===== src/rtl/dac_axis_stream_buffer.sv =====
// dac_axis_stream_buffer: elastic AXIS FIFO that primes, absorbs RFDC backpressure and fills underruns with zero words
module dac_axis_stream_buffer #(
  parameter int AXIS_DATA_WIDTH = 256,
  parameter int DEPTH = 16,
  parameter int ADDR_WIDTH = 4,
  parameter int PRIME_LEVEL = 4
) (
  input  logic                       clk,
  input  logic                       reset,
  input  logic                       enable,
  input  logic                       clear_counters,
  input  logic [AXIS_DATA_WIDTH-1:0] s_axis_tdata,
  input  logic                       s_axis_tvalid,
  output logic                       s_axis_tready,
  output logic [AXIS_DATA_WIDTH-1:0] m_axis_tdata,
  output logic                       m_axis_tvalid,
  input  logic                       m_axis_tready,
  output logic [ADDR_WIDTH:0]        fill_level,
  output logic [31:0]                overflow_count,
  output logic [31:0]                underrun_count,
  output logic [1:0]                 state_out
);
  typedef enum logic [1:0] {IDLE, PRIME, STREAM, UNDERRUN} state_t;
  localparam logic [ADDR_WIDTH:0] full_lvl = (ADDR_WIDTH+1)'(DEPTH);
  localparam logic [ADDR_WIDTH:0] prime_lvl = (ADDR_WIDTH+1)'(PRIME_LEVEL);
  state_t state;
  logic [AXIS_DATA_WIDTH-1:0] mem [DEPTH];
  logic [ADDR_WIDTH-1:0] rd_ptr, wr_ptr;
  logic full, empty, push, pop, drop, under_beat, flush, primed;
  always_comb begin
    full = fill_level == full_lvl;
    empty = fill_level == '0;
    primed = fill_level >= prime_lvl;
    flush = !enable || state == IDLE;
    m_axis_tvalid = state == STREAM || state == UNDERRUN;
    pop = m_axis_tvalid && m_axis_tready && !empty && state == STREAM;
    s_axis_tready = state != IDLE && (!full || pop);
    push = s_axis_tvalid && s_axis_tready;
    drop = state != IDLE && s_axis_tvalid && !s_axis_tready;
    under_beat = m_axis_tready && ((state == STREAM && empty) || state == UNDERRUN);
    m_axis_tdata = (state == STREAM && !empty) ? mem[rd_ptr] : '0;
    state_out = state;
  end
  always_ff @(posedge clk)
    if (push && !flush) mem[wr_ptr] <= s_axis_tdata;
  always_ff @(posedge clk) begin
    if (reset) begin
      state <= IDLE;
      rd_ptr <= '0;
      wr_ptr <= '0;
      fill_level <= '0;
      overflow_count <= '0;
      underrun_count <= '0;
    end else begin
      rd_ptr <= flush ? '0 : rd_ptr + ADDR_WIDTH'(pop);
      wr_ptr <= flush ? '0 : wr_ptr + ADDR_WIDTH'(push);
      fill_level <= flush ? '0 : fill_level + (ADDR_WIDTH+1)'(push) - (ADDR_WIDTH+1)'(pop);
      overflow_count <= clear_counters ? '0 : overflow_count + 32'(drop && ~&overflow_count);
      underrun_count <= clear_counters ? '0 : underrun_count + 32'(under_beat && ~&underrun_count);
      state <= !enable ? IDLE :
               state == IDLE ? PRIME :
               state == STREAM ? ((empty && m_axis_tready) ? UNDERRUN : STREAM) :
               primed ? STREAM : state;
    end
  end
endmodule


===== config.mk =====
export PLATFORM = sky130hd
export DESIGN_NAME = dac_axis_stream_buffer
export DESIGN_NICKNAME = d
export VERILOG_FILES = /design/src/rtl/dac_axis_stream_buffer.sv
export SDC_FILE = /design/constraint.sdc
export NUM_CORES = 2
export LEC_CHECK = 0
export BUFFER_PORTS_ARGS = -buffer_cell sky130_fd_sc_hd__clkbuf_2
export CELL_PAD_IN_SITES_DETAIL_PLACEMENT = 1
export CELL_PAD_IN_SITES_GLOBAL_PLACEMENT = 2
export CORE_MARGIN = 2
export CORE_UTILIZATION = 40
export CTS_CLUSTER_SIZE = 16
export DETAILED_ROUTE_END_ITERATION = 10
export HOLD_SLACK_MARGIN = 0.08
export PLACE_DENSITY = 0.71
export SLEW_MARGIN = 40
export SYNTH_ARGS = -nofsm -noshare
export SYNTH_HDL_FRONTEND = slang
export SYNTH_SLANG_ARGS = --single-unit

===== constraint.sdc =====
create_clock -name clk -period 37.1 [get_ports clk]
set_input_delay 5.565 -clock clk [delete_from_list [all_inputs] [get_ports clk]]
set_output_delay 5.565 -clock clk [all_outputs]
set_load 0.02 [all_outputs]

==> impl_metrics.ini <==
[placed_design]
dpl.hpwl_mm = 215
portBuffers = 590
gp_congestion = 0.735
place_ws_ns = 25.34

[timing]
worst-slew-pin-transition_ns = 0.943
finalCritPeriodShare_pct = 31.7
fin_skew_ns = 0.0477
relSlewSlack_pct = 37.1
slew_viol_final = 0
fin_setup_tns_ns = 0
rsz0062_at_grt = no
setup_ws_ns = 25.33
fin_crit_ns = 11.77
fmax_mhz = 85.0
setup_viol = 0
finalHoldViolCount = 0

[cells_and_area]
final_nets = 7818
drive_gt1_share_pct = 30.4
final_common_cell = edfxtp_1
layout_common_cells = 4,096 x edfxtp_1, 1,024 x mux4_2, 590 x clkbuf_2
multi_input_area_sq_um = 32200
area_delta_synth_final_pct = 15.0
final-seq-area_sq_um = 125000
nFillCells = 35500

[cts]
cts_resized = 0
clock_sinks = 4175
cts_htree_levels = 5
insertion_delay_ns = 0.96
root_buffer = clkbuf_16
clockBufferDepth = 4
cts-hold-fix-buffers = 0
tritoncts = done
cts_setup_buffers = 0
path_clk_slew_ns = 0.06
cts_buffers = 426

[die]
die_area_sq_um = 401000
coreArea_sq_um = 393000
io-pin-count = 591
dieHeight_microns = 633
die_w_microns = 633
placementRows = 230
initial_utilization_pct = 40.2

[power_and_ir_drop]
p_leak_nw = 54.6
ir_drop_mv = 0.0440
powerDensity_nw_per_um2 = 51.6

[detailed_routing]
vias_per_cell = 5.62
drt_wl_total_mm = 407
vias = 73900
dr.pass1.iters = 6
wl_per_cell_microns = 31.0
ant_nets = 0
drtIter0Drc = 7092
drt_drc_violations_left = 0

[flow_run]
maxCapViolations = 0

[synth]
synth_edf_count = 4096
netlist_top_cells_area = edfxtp_1 78%, mux4_2 15%, mux2i_1 3.2%
synth_top_area_share_pct = 77.7
ys_warn_count = 0
avgSynthCellArea_sq_um = 23.6
postSynthRegisterBits = 4175
syn-instance-count = 6708
netlist-cell-type-count = 50
synth_area_sq_um = 158000
synth_area_leader_cell = edfxtp_1
syn_nets = 6986
synth_flop_cell = edfxtp_1
synthArstFlopShare_pct = 0
ys_seq_area_share_pct = 78.7

[critical_path]
critPathKind = input pin to output pin
critPathCaptureType = output pin
path_max_fanout = 5
r2r-start = fill_level[2]
critPathLaunch = m_axis_tready
crit_arrival_ns = 6.20
start_kind = input pin
cp.required_ns = 31.53
rr_worst_depth = 12

[global_route]
grt_use_total_pct = 20.2
grt_start_max_net_pins = 98
grt-ovfl-total = 0
grt_antenna_before_repair = 100
grt_pass1_vias = 79200
grt_pass1_wl_mm = 584

[min_path]
hold_depth = 2
min-delay-start = underrun_count[29]
hold_class = flop to flop

[outcome]
status = finished, final reports clean
-- registers in the layout (all words and copies together) (netlist names) --
register and cells:
overflow_count 32, mem 4096, fill_level 5, rd_ptr 4, wr_ptr 4, state_out 2, underrun_count 32
-- per-stage QoR --
step | area, sq um | total power [mW] | cells | hold WS (ns) | utilization (%)
floorplan | 158000 | 5.30 | 6708 | 0.492 | -
global placement | 168000 | 5.36 | 12300 | 0.479 | 42.7
detailed placement | 168000 | 5.37 | 12300 | 0.490 | 42.8
CTS | 182000 | 9.48 | 13100 | 0.505 | 46.2
global route | 182000 | 9.64 | 13100 | 0.539 | 46.3
finish | 182000 | 9.39 | 13100 | 0.506 | 46.3
-- kinds of logic after synthesis --
| logic type | Yosys count | share of synthesized area, % |
|---|---|---|
| flip-flops | 4175 | 78.7 |
| multiplexers | 1536 | 17.8 |
| buffers and inverters | 383 | 1.00 |
| AO/OA/AOI/OAI | 339 | 1.33 |
| AND/OR/NAND/NOR | 229 | 0.814 |
| XOR/XNOR | 30 | 0.166 |
| adder cells (fa/ha/maj) | 16 | 0.131 |
-- worst paths after layout --
check | endpoint | slack, ns
min | underrun_count[29] | 0.51
max | s_axis_tready | 25.33
max reg2reg | mem[7][191] | 31.37
min reg2reg | underrun_count[29] | 0.51
-- per-layer routing --
metal	GRT usage, %	wire length (microns)	vias to the layer above
met5	0	368	-
li1	-	-	30600
met4	5.92	11300	60
met3	4.07	27100	636
met2	32.5	197000	2338
met1	27.8	172000	40300
-- final cells by class --
class / instances / share of cell area, %
Clock buffer: 530 / 6.09
Multi-Input combinational cell: 2150 / 17.7
Tap cell: 5220 / 3.59
Timing Repair Buffer: 770 / 2.89
Inverter: 17 / 0.0351
Clock inverter: 242 / 1.22
Antenna cell: 35 / 0.0481
Sequential cell: 4175 / 68.5
-- critical path, cell delays in order --
cell	delay, ns
clkbuf_2	0.15
nand2b_1	0.07
a21oi_1	0.21
clkbuf_2	0.21
-- power breakdown --
part           switching [mW]  internal [mW]
Clock                    1.81           2.31
Combinational          0.0693         0.0162
Sequential            0.00144           5.18
-- synth_stat cells (all sizes together) (17+ instances only) --
master / n
a21oi: 40
buf: 174
clkbuf: 192
dfxtp: 79
edfxtp: 4096
inv: 17
mux2i: 512
mux4: 1024
nand2: 27
nand3: 28
nand4: 18
nor2: 46
nor4: 17
o22ai: 256
o31ai: 17
or4: 22
xnor2: 18
(Power assumes the default switching activity.)
